**src/rtl/dmem_arbiter.sv**
```systemverilog
// dmem_arbiter
//    Shares one single-port registered RAM between the CPU memory stage and a
//    camera pixel-write stream. Camera writes are buffered in a small
//    {addr,data} FIFO and drained whenever the CPU is idle. They are also
//    drained when the FIFO is full, or when the head entry has waited
//    STARVE_LIMIT cycles.
//
// Ports
//    clk, reset              clock, synchronous active-high reset
//    cpu_req/we/addr/wdata   CPU access request (stalled via cpu_stall)
//    cpu_rdata, cpu_rvalid   load return, one cycle after the load grant
//    cpu_stall               CPU request not granted this cycle
//    cam_valid/addr/data     camera write offer, accepted with cam_ready
//    cam_ready               FIFO has room (low during reset)
//    ram_addr/wdata/we       RAM command for the granted requester
//    ram_q                   RAM read data (one cycle after address)
module dmem_arbiter #(
   parameter int unsigned FIFO_DEPTH   = 4,
   parameter int unsigned STARVE_LIMIT = 8
) (
   input  logic        clk,
   input  logic        reset,
   input  logic        cpu_req,
   input  logic        cpu_we,
   input  logic [31:0] cpu_addr,
   input  logic [31:0] cpu_wdata,
   output logic [31:0] cpu_rdata,
   output logic        cpu_rvalid,
   output logic        cpu_stall,
   input  logic        cam_valid,
   output logic        cam_ready,
   input  logic [31:0] cam_addr,
   input  logic [31:0] cam_data,
   output logic [31:0] ram_addr,
   output logic [31:0] ram_wdata,
   output logic        ram_we,
   input  logic [31:0] ram_q
);

   localparam int unsigned PW = (FIFO_DEPTH > 1) ? $clog2(FIFO_DEPTH) : 1;
   localparam int unsigned CW = $clog2(FIFO_DEPTH + 1);
   localparam int unsigned SW = $clog2(STARVE_LIMIT + 1);

   typedef enum logic [1:0] {
      GNT_NONE,
      GNT_CPU_RD,
      GNT_CPU_WR,
      GNT_CAM
   } gnt_e;

   logic [31:0]   fifo_addr_q [FIFO_DEPTH];
   logic [31:0]   fifo_data_q [FIFO_DEPTH];
   logic [PW-1:0] wptr_q, wptr_d;
   logic [PW-1:0] rptr_q, rptr_d;
   logic [CW-1:0] count_q, count_d;
   logic [SW-1:0] starve_q, starve_d;
   logic [31:0]   addr_hold_q, addr_hold_d;
   logic [31:0]   wdata_hold_q, wdata_hold_d;
   logic [31:0]   rdata_q, rdata_d;
   gnt_e          last_gnt_q;
   gnt_e          gnt;

   logic full, empty, push, pop;

   assign full      = (count_q == CW'(FIFO_DEPTH));
   assign empty     = (count_q == '0);
   assign cam_ready = !full && !reset;
   assign push      = cam_valid && cam_ready;
   assign pop       = (gnt == GNT_CAM);

   // Grant: camera wins when it has data and the CPU is idle, the FIFO is
   // full, or the head has waited its limit; otherwise the CPU.
   always_comb begin
      gnt = GNT_NONE;
      if (!reset) begin
         if (!empty && (starve_q == SW'(STARVE_LIMIT) || full || !cpu_req))
            gnt = GNT_CAM;
         else if (cpu_req)
            gnt = cpu_we ? GNT_CPU_WR : GNT_CPU_RD;
      end
   end

   // RAM command is combinational so stores land on the grant edge; with no
   // grant the last address/data are replayed from the hold registers.
   always_comb begin
      ram_addr  = reset ? '0 : addr_hold_q;
      ram_wdata = reset ? '0 : wdata_hold_q;
      ram_we    = 1'b0;
      case (gnt)
         GNT_CAM: begin
            ram_addr  = fifo_addr_q[rptr_q];
            ram_wdata = fifo_data_q[rptr_q];
            ram_we    = 1'b1;
         end
         GNT_CPU_RD, GNT_CPU_WR: begin
            ram_addr  = cpu_addr;
            ram_wdata = cpu_wdata;
            ram_we    = cpu_we;
         end
         default: ;
      endcase
   end

   assign cpu_stall  = cpu_req && !reset && (gnt != GNT_CPU_RD) && (gnt != GNT_CPU_WR);
   assign cpu_rvalid = !reset && (last_gnt_q == GNT_CPU_RD);
   assign cpu_rdata  = reset ? '0 : (cpu_rvalid ? ram_q : rdata_q);

   always_comb begin
      wptr_d       = push ? wptr_q + PW'(1) : wptr_q;
      rptr_d       = pop  ? rptr_q + PW'(1) : rptr_q;
      count_d      = count_q;
      if (push && !pop)
         count_d = count_q + CW'(1);
      else if (pop && !push)
         count_d = count_q - CW'(1);
      starve_d     = starve_q;
      if (empty || pop)
         starve_d = '0;
      else if (starve_q != SW'(STARVE_LIMIT))
         starve_d = starve_q + SW'(1);
      addr_hold_d  = ram_addr;
      wdata_hold_d = ram_wdata;
      rdata_d      = cpu_rdata;
   end

   always_ff @(posedge clk) begin
      if (reset) begin
         wptr_q       <= '0;
         rptr_q       <= '0;
         count_q      <= '0;
         starve_q     <= '0;
         addr_hold_q  <= '0;
         wdata_hold_q <= '0;
         rdata_q      <= '0;
         last_gnt_q   <= GNT_NONE;
      end else begin
         wptr_q       <= wptr_d;
         rptr_q       <= rptr_d;
         count_q      <= count_d;
         starve_q     <= starve_d;
         addr_hold_q  <= addr_hold_d;
         wdata_hold_q <= wdata_hold_d;
         rdata_q      <= rdata_d;
         last_gnt_q   <= gnt;
      end
   end

   // FIFO storage needs no reset; the pointers and count define validity.
   always_ff @(posedge clk) begin
      if (push) begin
         fifo_addr_q[wptr_q] <= cam_addr;
         fifo_data_q[wptr_q] <= cam_data;
      end
   end

endmodule

```
**config.mk**
```make
export PLATFORM = sky130hd
export DESIGN_NAME = dmem_arbiter
export DESIGN_NICKNAME = d
export VERILOG_FILES = /design/src/rtl/dmem_arbiter.sv
export SDC_FILE = /design/constraint.sdc
export NUM_CORES = 1
export LEC_CHECK = 0
export ABC_AREA = 1
export CAP_MARGIN = 20
export CORE_MARGIN = 2
export CORE_UTILIZATION = 57
export CTS_CLUSTER_DIAMETER = 200
export DETAILED_ROUTE_END_ITERATION = 8
export GPL_ROUTABILITY_DRIVEN = 0
export PLACE_DENSITY = 0.85
export SLEW_MARGIN = 5
export SYNTH_ARGS = -nofsm -noshare
export SYNTH_HDL_FRONTEND = slang
export SYNTH_SLANG_ARGS = --single-unit
```
**constraint.sdc**
```tcl
create_clock -name clk -period 11.35 [get_ports clk]
set_input_delay 1.135 -clock clk [delete_from_list [all_inputs] [get_ports clk]]
set_output_delay 1.135 -clock clk [all_outputs]
set_load 0.05 [all_outputs]
```
==> impl_metrics.toml, run 1 <==
[outcome]
outcome = "finished clean"

[cts]
h-tree-depth = 2
clkTransAtPathRegs_ps = 60
clkLatencyLatePin_ps = 520
cts_root_buf = "clkbuf_16"
ctsHoldBuffers = 0
cts.sinks = 367
cts_setup_buffers = 0
cts_made_buffers = 38
cts_resized = 0
cts_buffer_depth = 3
cts_tree = "yes"

[final_layout]
multi_input_area_um2 = 4430
regArea_um2 = 9910
area.growth.synth_to_final_pct = 27.5
fillers = 1676
drive_gt1_share_pct = 4.81
nets = 1913
final_cell_count_no_fill = 2106

[route]
drc = 0
routed_via_density = 5.48
via_count = 11542
drtIter0Drc = 981
wl_um = 37000
ant_nets = 0
drt-pass1-iter-count = 5
avgRoutedWirePerCell_um = 17.6

[grt]
grt_overflow = 0
antenna_found_initial = 6
met3_usage_pct = 4.54
grt_usage_pct = 26.5
grt_max_degree = 87
grt_first_pass_wirelength_um = 58000
grtUsageMet2_pct = 47.4
grt_pass1_vias = 11402
busiest_layer = "met2"
met1_usage_pct = 31.7

[timing]
fin_setup_tns_ps = 0
tightest_slew_ps = 1040
rsz0062_at_grt = "no"
clock_skew_ps = 12.2
slew_headroom_pct = 30.3
fin_crit_sh_pct = 55.7
hold_violations = 0
finalCriticalPeriod_ps = 6330
setup_viol_count_final = 0
maxSlewViolCount = 0
fmax_ghz = 0.158

[worst_setup_path]
r2r_end = "count_q[1]$_SDFFE_PP0P_"
critPathLaunchType = "input port"
r2r_start = "starve_q[0]$_SDFFE_PP0N_"
cp.depth = 10
crit_end = "ram_addr[20]"
required_ps = 10220
worstPathArrival_ps = 5190
path_class = "input port to primary output"
rrSetupSlack_ps = 7790
endpoint_kind = "primary output"
critical_path_buf_inv_count = 4
cpMostUsedCell = "nand2_1"
path_max_fanout = 70
max_stage_delay_ps = 830
cp_top_family = "buffers and inverters"
crit_start = "reset"
r2r_cells = 16
crit_chain = "buf_4 > inv_1 > nand2_1 > ha_2 > buf_4 > nand2_1 > nand2_1 > nand2_1 > nand2_1 > clkdlybuf4s50_1"
slowest_stage = "clkdlybuf4s50_1"

[floorplanning]
dieHeight_um = 166
dieWidth_um = 166
start_util_pct = 57.6
io_pins = 265
die-area_um2 = 27400
core_um2 = 25800
core.rowCount = 59

[yosys]
yosys.area_share.xor_xnor_pct = 0.118
synth_compound_area_share_pct = 3.87
synth_edf_count = 256
syn_area_per_cell_um2 = 9.89
synth_fp_nets = 1682
synth_top_family_by_area = "simple AND/OR/NAND/NOR gates"
ys_warn_count = 0
ys_top_cells_by_count = "nand2_1, edfxtp_1, nand3_1"
synthesis.area_um2 = 14900
synth-seq-cells = 367
synth_area_leaders = "edfxtp_1, dfxtp_1, nand2_1, nand3_1, nor2_1"
yosysMostFrequentCell = "nand2_1"
synth_mux_area_share_pct = 0
syn_inst = 1505
netlist.area_leader.share_pct = 51.6
yosys.area_share.adder_pct = 1.06
synthDistinctLibCells = 24
yosysSeqAreaShare_pct = 66.6
synthFlopType = "edfxtp_1"
yosys.area.top_type = "edfxtp_1"
yosys.area_share.simple_pct = 24.5
synthArstFlopShare_pct = 0

[pwr]
pwr_density_cell_nw_per_um2 = 199
vdd_drop_max_uv = 182
power_leakage_uw = 0.00751

[place]
dp_hpwl_um = 22200
place_inst = 2030
io_buffers = 264

[hold_path]
hp-class = "flop to flop"
worstHoldStart = "rptr_q[1]$_SDFFE_PP0P_"

[run]
maxCapViolCount = 0
==> routing by layer <==
layer | part of all wire [%] | vias to the layer above
met2 | 53 | 421
li1 | - | 5515
met3 | 5.8 | 88
met4 | 3.3 | 2
met5 | 0.032 | -
met1 | 38 | 5516
==> how the worst min path moves through the flow <==
stage,end,slack [ps],depth (start not counted)
floorplan,flop,410,1
global placement,flop,430,1
detailed placement,flop,450,1
CTS,flop,460,1
global route,flop,490,1
finish,flop,460,1
==> power breakdown <==
group / switching (uW) / internal, uW / leakage, uW / total, uW
Clock: 494 / 823 / 0.000657 / 1320
Sequential: 30.2 / 1520 / 0.00323 / 1550
Combinational: 630 / 287 / 0.00363 / 917
Total: 1150 / 2630 / 0.00751 / 3780
==> through the flow <==
stage          power, uW  area, um^2  setup slack, ps  util, %  hold WS [ps]
2_1_floorplan       2180       14900             5670        -           412
3_3_place_gp        2460       17600             5140     68.1           426
3_5_place_dp        2480       17600             5050     68.1           453
4_1_cts             3790       18900             4990     73.3           464
5_1_grt             3930       19000             4700     73.4           487
6_report            3780       19000             5020     73.4           465
==> worst reg2reg max path, stage by stage (launching register included) <==
cell,delay [ps]
dfxtp_1,330
inv_1,90
ha_1,160
nand2_1,60
nor2_1,270
o31ai_1,130
nand2_1,70
nand2_1,100
inv_1,150
ha_2,170
buf_4,700
inv_1,200
ha_1,240
inv_1,100
fa_1,420
o21ai_0,170
a21oi_1,60
==> layout by cell type (no fill, tap or decap), types with 13 or more instances in the layout <==
cell	count
nand2_1	590
clkdlybuf4s50_1	263
edfxtp_1	256
nand3_1	194
dfxtp_1	109
nor2_1	106
a21oi_1	73
clkbuf_16	42
o21ai_0	39
inv_1	22
buf_4	13
==> cell type report <==
class,instances,share of cell area (%)
clock buffers,53,5.86
well taps,335,2.21
inverters,25,0.508
clock inverters,17,1.25
repair buffers,277,14.5
multi-input cells,1027,23.3
diodes,5,0.0659
flip-flops and latches,367,52.2
==> cells by family after synthesis <==
kind of cell	after synthesis
and+or+nand+nor	899
DFF	367
AOI/OAI and AO/OA	114
buffers and inverters	111
adders and majority gates	12
xor gates and xnor gates	2
==> state kept, by name, indices dropped and copies added (netlist names), named ones only <==
name          cells
fifo_data_q     128
rptr_q            2
wdata_hold_q     32
starve_q          4
rdata_q          32
count_q           3
last_gnt_q        2
wptr_q            2
fifo_addr_q     128
addr_hold_q      32
Note: power is estimated with default switching activity, not from simulation.
==> inputs of run 2 (changes only) <==
--- a/config.mk
+++ b/config.mk
@@ -8,11 +8,11 @@
 export ABC_AREA = 1
 export CAP_MARGIN = 20
 export CORE_MARGIN = 2
-export CORE_UTILIZATION = 57
+export CORE_UTILIZATION = 53
 export CTS_CLUSTER_DIAMETER = 200
 export DETAILED_ROUTE_END_ITERATION = 8
 export GPL_ROUTABILITY_DRIVEN = 0
-export PLACE_DENSITY = 0.85
+export PLACE_DENSITY = 0.79
 export SLEW_MARGIN = 5
 export SYNTH_ARGS = -nofsm -noshare
 export SYNTH_HDL_FRONTEND = slang
==> constraint.sdc (replaced) <==
create_clock -name clk -period 6 [get_ports clk]
set_input_delay 0.6 -clock clk [delete_from_list [all_inputs] [get_ports clk]]
set_output_delay 0.6 -clock clk [all_outputs]
set_load 0.05 [all_outputs]
==> impl_metrics.toml, run 2 (same netlist as run 1, synthesis figures left out) <==
[outcome]
outcome = "finished clean"

[place]
place_ws_ps = 1470
postPlaceCellArea_um2 = 17700
dp_hpwl_um = 22200
io_buffers = 264
place_inst = 2080

[route]
drt-pass1-iter-count = 5
wl_um = 35600
routed_via_density = 5.21
drtIter0Drc = 745
via_count = 11229
avgRoutedWirePerCell_um = 16.5
drc = 0
ant_nets = 0

[cts]
clkLatencyLatePin_ps = 520
ctsHoldBuffers = 0
cts_root_buf = "clkbuf_16"
h-tree-depth = 2
cts_setup_buffers = 0
cts_buffer_depth = 3
clkTransAtPathRegs_ps = 60
cts.sinks = 367
cts_tree = "yes"
cts_resized = 0
cts_made_buffers = 38

[worst_setup_path]
critPathLaunchType = "flop"
r2r_cells = 16
r2r_start = "starve_q[0]$_SDFFE_PP0N_"
rrSetupSlack_ps = 2760
required_ps = 5400
worstPathArrival_ps = 4070
path_max_fanout = 37
crit_chain = "inv_1 > ha_1 > nand2_1 > nor2_1 > o31ai_1 > nand2_1 > nand2_1 > inv_1 > ha_2 > buf_4 > nand3_1 > nand2_1 > nand2_1 > nand2_1 > clkdlybuf4s50_1"
path_class = "flop to primary output"
max_stage_delay_ps = 800
slowest_stage = "clkdlybuf4s50_1"
r2r_end = "count_q[1]$_SDFFE_PP0P_"
cpMostUsedCell = "nand2_1"
endpoint_kind = "primary output"

[run]
maxCapViolCount = 0

[final_layout]
final_cell_count_no_fill = 2154
fin_area_um2 = 19000
drive_gt1_share_pct = 5.25
final_cell_mix = "nand2_1, clkdlybuf4s50_1, edfxtp_1"
biggestRegsByFlops = "fifo_addr_q x128, fifo_data_q x128"
area.growth.synth_to_final_pct = 27.8
nets = 1919
final_util_pct = 68.7
final_common_cell = "nand2_1"

[timing]
maxSlewViolCount = 0
tightest_slew_ps = 1120
fin_crit_sh_pct = 77.9
fmax_ghz = 0.214
finalCriticalPeriod_ps = 4670
clock_skew_ps = 7.88
hold_violations = 0
rsz0062_at_grt = "no"
layout_setup_ws_ps = 1330
fin_setup_tns_ps = 0
setup_viol_count_final = 0
slew_headroom_pct = 25.1

[hold_path]
hp-class = "flop to flop"
worstHoldStart = "rptr_q[1]$_SDFFE_PP0P_"
hold_depth = 1

[floorplanning]
io_pins = 265
dieWidth_um = 172
dieHeight_um = 172
core.rowCount = 61
die-area_um2 = 29400
core_um2 = 27700
start_util_pct = 53.7

[grt]
grt_first_pass_wirelength_um = 54000
grt_pass1_vias = 10617
grt_usage_pct = 23.7
grt_overflow = 0
grt_max_degree = 105
antenna_found_initial = 6

[pwr]
vdd_drop_max_uv = 247
power_leakage_uw = 0.00752
pwr_density_cell_nw_per_um2 = 373
==> run 2: cell type report <==
class | instances | area (um^2)
repair buffers | 283 | 2780
clock buffers | 52 | 1090
well taps | 378 | 473
multi-input cells | 1027 | 4430
flip-flops and latches | 367 | 9910
inverters | 25 | 96.3
clock inverters | 18 | 241
diodes | 4 | 10.0
fillers | 2033 | 8670
==> run 2: how the worst max path moves through the flow <==
stage	start	to	slack, ps	cells after the start
floorplan	reset	fifo_addr_q[0][0]$_DFFE_PP_	860	4
global placement	cpu_req	ram_addr[19]	1540	13
detailed placement	cpu_req	ram_addr[19]	1470	13
CTS	starve_q[0]$_SDFFE_PP0N_	ram_addr[19]	1300	15
global route	starve_q[0]$_SDFFE_PP0N_	ram_addr[19]	1050	15
finish	starve_q[0]$_SDFFE_PP0N_	ram_addr[19]	1330	15
==> run 2: through the flow <==
step | hold slack, ps | total power [uW]
floorplan | 412 | 4120
global placement | 417 | 4670
detailed placement | 431 | 4700
CTS | 440 | 7150
global route | 451 | 7390
finish | 435 | 7110
==> run 2: critical path, delay by kind of cell (launching register included) <==
kind | cells | cell delay, ps
and+or+nand+nor | 8 | 1040
AOI/OAI and AO/OA | 1 | 130
adders and majority gates | 2 | 550
DFF | 1 | 340
buffers and inverters | 4 | 1500
==> run 2: per-layer routing <==
| layer | vias up | routed length (um) | track usage (%) |
|---|---|---|---|
| li1 | 5522 | - | - |
| met3 | 85 | 2010 | 4.19 |
| met5 | - | 27 | 0 |
| met2 | 322 | 18200 | 41.4 |
| met1 | 5296 | 14200 | 29.0 |
| met4 | 4 | 1180 | 9.99 |
==> run 2: report_power, final <==
| part | internal (uW) | total, uW | leakage [uW] | switching (uW) |
|---|---|---|---|---|
| Combinational | 543 | 1730 | 0.00365 | 1180 |
| Clock | 1530 | 2460 | 0.000644 | 927 |
| Sequential | 2870 | 2920 | 0.00323 | 48.2 |
==> inputs of run 3 (changes only) <==
--- a/config.mk
+++ b/config.mk
@@ -8,11 +8,11 @@
 export ABC_AREA = 1
 export CAP_MARGIN = 20
 export CORE_MARGIN = 2
-export CORE_UTILIZATION = 53
+export CORE_UTILIZATION = 48
 export CTS_CLUSTER_DIAMETER = 200
 export DETAILED_ROUTE_END_ITERATION = 8
 export GPL_ROUTABILITY_DRIVEN = 0
-export PLACE_DENSITY = 0.79
+export PLACE_DENSITY = 0.76
 export SLEW_MARGIN = 5
 export SYNTH_ARGS = -nofsm -noshare
 export SYNTH_HDL_FRONTEND = slang
==> constraint.sdc (replaced) <==
create_clock -name clk -period 4 [get_ports clk]
set_input_delay 0.4 -clock clk [delete_from_list [all_inputs] [get_ports clk]]
set_output_delay 0.4 -clock clk [all_outputs]
set_load 0.05 [all_outputs]
==> impl_metrics.toml, run 3 (same netlist as run 1, synthesis figures left out) <==
[final_layout]
regArea_um2 = 9920
final_common_cell = "nand2_1"
area.growth.synth_to_final_pct = 32.9
final_cell_count_no_fill = 2177
multi_input_area_um2 = 4440
fillers = 2338
biggestRegsByFlops = "fifo_addr_q x128, fifo_data_q x128"
drive_gt1_share_pct = 9.12
final_cell_mix = "nand2_1, edfxtp_1, clkdlybuf4s50_1"
nets = 1923

[pwr]
total_power_uw = 11100
vdd_drop_max_uv = 407
power_leakage_uw = 0.00788
pwr_density_cell_nw_per_um2 = 559

[worst_setup_path]
cpMostUsedCell = "nand2_1"
crit_chain = "inv_1 > ha_1 > nand2_1 > nor2_1 > o31ai_1 > nand2_1 > nand2_1 > inv_1 > ha_4 > buf_4 > nand3_1 > nand2_1 > nand2_1 > nand2_1 > buf_12"
rrSetupSlack_ps = 840
r2r_end = "count_q[2]$_SDFFE_PP0P_"
cp_top_family = "simple AND/OR/NAND/NOR gates"
worstPathArrival_ps = 3280
endpoint_kind = "primary output"
path_class = "flop to primary output"
critical_path_buf_inv_count = 4
required_ps = 3600
max_stage_delay_ps = 460
r2r_start = "starve_q[0]$_SDFFE_PP0N_"
critPathLaunchType = "flop"
r2r_cells = 18
slowest_stage = "ha_4"
path_max_fanout = 30

[timing]
fmax_ghz = 0.272
tightest_slew_ps = 1020
maxSlewViolCount = 0
whs_ps = 287
setup_viol_count_final = 0
clock_skew_ps = 21.2
hold_violations = 0
layout_setup_ws_ps = 322
fin_setup_tns_ps = 0
rsz0062_at_grt = "no"
finalCriticalPeriod_ps = 3680
slew_headroom_pct = 32.1
fin_crit_sh_pct = 91.9

[route]
ant_nets = 0
routed_via_density = 5.18
drc = 0
drt-pass1-iter-count = 5
wl_um = 37500
drtIter0Drc = 929
via_count = 11287
avgRoutedWirePerCell_um = 17.2

[grt]
grt_usage_pct = 22.6
grt_max_degree = 76
grt_pass1_vias = 11066
grt_first_pass_wirelength_um = 58800
antenna_found_initial = 5
grt_overflow = 0

[place]
place_inst = 2101
dp_hpwl_um = 23200
place_ws_ps = 707
io_buffers = 264

[cts]
cts_made_buffers = 39
clkLatencyLatePin_ps = 530
h-tree-depth = 2
cts_tree = "yes"
cts_resized = 0
cts_root_buf = "clkbuf_16"
clkTransAtPathRegs_ps = 60
cts_buffer_depth = 3
cts_setup_buffers = 0
ctsHoldBuffers = 0
cts.sinks = 367

[run]
maxCapViolCount = 0

[hold_path]
hp-class = "input port to flop"
hold_depth = 4
min_to = "last_gnt_q[1]$_SDFF_PP0_"
worstHoldStart = "reset"

[floorplanning]
core.rowCount = 64
start_util_pct = 48.7
dieWidth_um = 180
core_um2 = 30600
die-area_um2 = 32400
io_pins = 265
dieHeight_um = 180

[outcome]
outcome = "finished clean"
[run 3: layout make-up]
type	instances	share of cell area, %
diodes	4	0.0506
clock buffers	57	5.69
clock inverters	15	0.987
inverters	25	0.487
multi-input cells	1027	22.4
flip-flops and latches	367	50.1
well taps	396	2.50
repair buffers	286	17.7
[run 3: worst reg2reg max path: cells and delay by family, from the launching register on]
kind | cells | cell delay, ps
AOI/OAI and AO/OA | 3 | 400
adders and majority gates | 4 | 1020
buffers and inverters | 4 | 510
DFF | 1 | 330
and+or+nand+nor | 7 | 780
[run 3: where the power goes]
group	leakage (uW)	total [uW]	switching [uW]	internal (uW)
combinational	0.00400	3030	1880	1150
clock	0.000648	3650	1430	2220
sequential	0.00323	4390	81.9	4310
total	0.00788	11100	3390	7680
[run 3: how the worst max path moves through the flow]
stage / startpoint / endpoint / cells past startpoint
floorplan: reset / fifo_addr_q[0][0]$_DFFE_PP_ / 4
finish: starve_q[0]$_SDFFE_PP0N_ / ram_addr[28] / 15
CTS: starve_q[0]$_SDFFE_PP0N_ / ram_addr[28] / 15
global route: starve_q[0]$_SDFFE_PP0N_ / ram_addr[28] / 15
detailed placement: cpu_req / count_q[1]$_SDFFE_PP0P_ / 13
global placement: cpu_req / ram_addr[28] / 13
[run 3: per-stage QoR]
step / cell area [um^2] / utilization, %
after floorplan: 14900 / -
after global placement: 18500 / 60.3
after detailed placement: 18500 / 60.3
after CTS: 19800 / 64.6
after global routing: 19800 / 64.7
final: 19800 / 64.7
[run 3: routing by layer]
layer	routed length (um)	vias to the layer above	GRT usage [%]
met3	1930	71	3.90
met2	19300	313	40.8
met4	1050	0	7.58
li1	-	5530	-
met5	0	-	0
met1	15100	5373	27.6
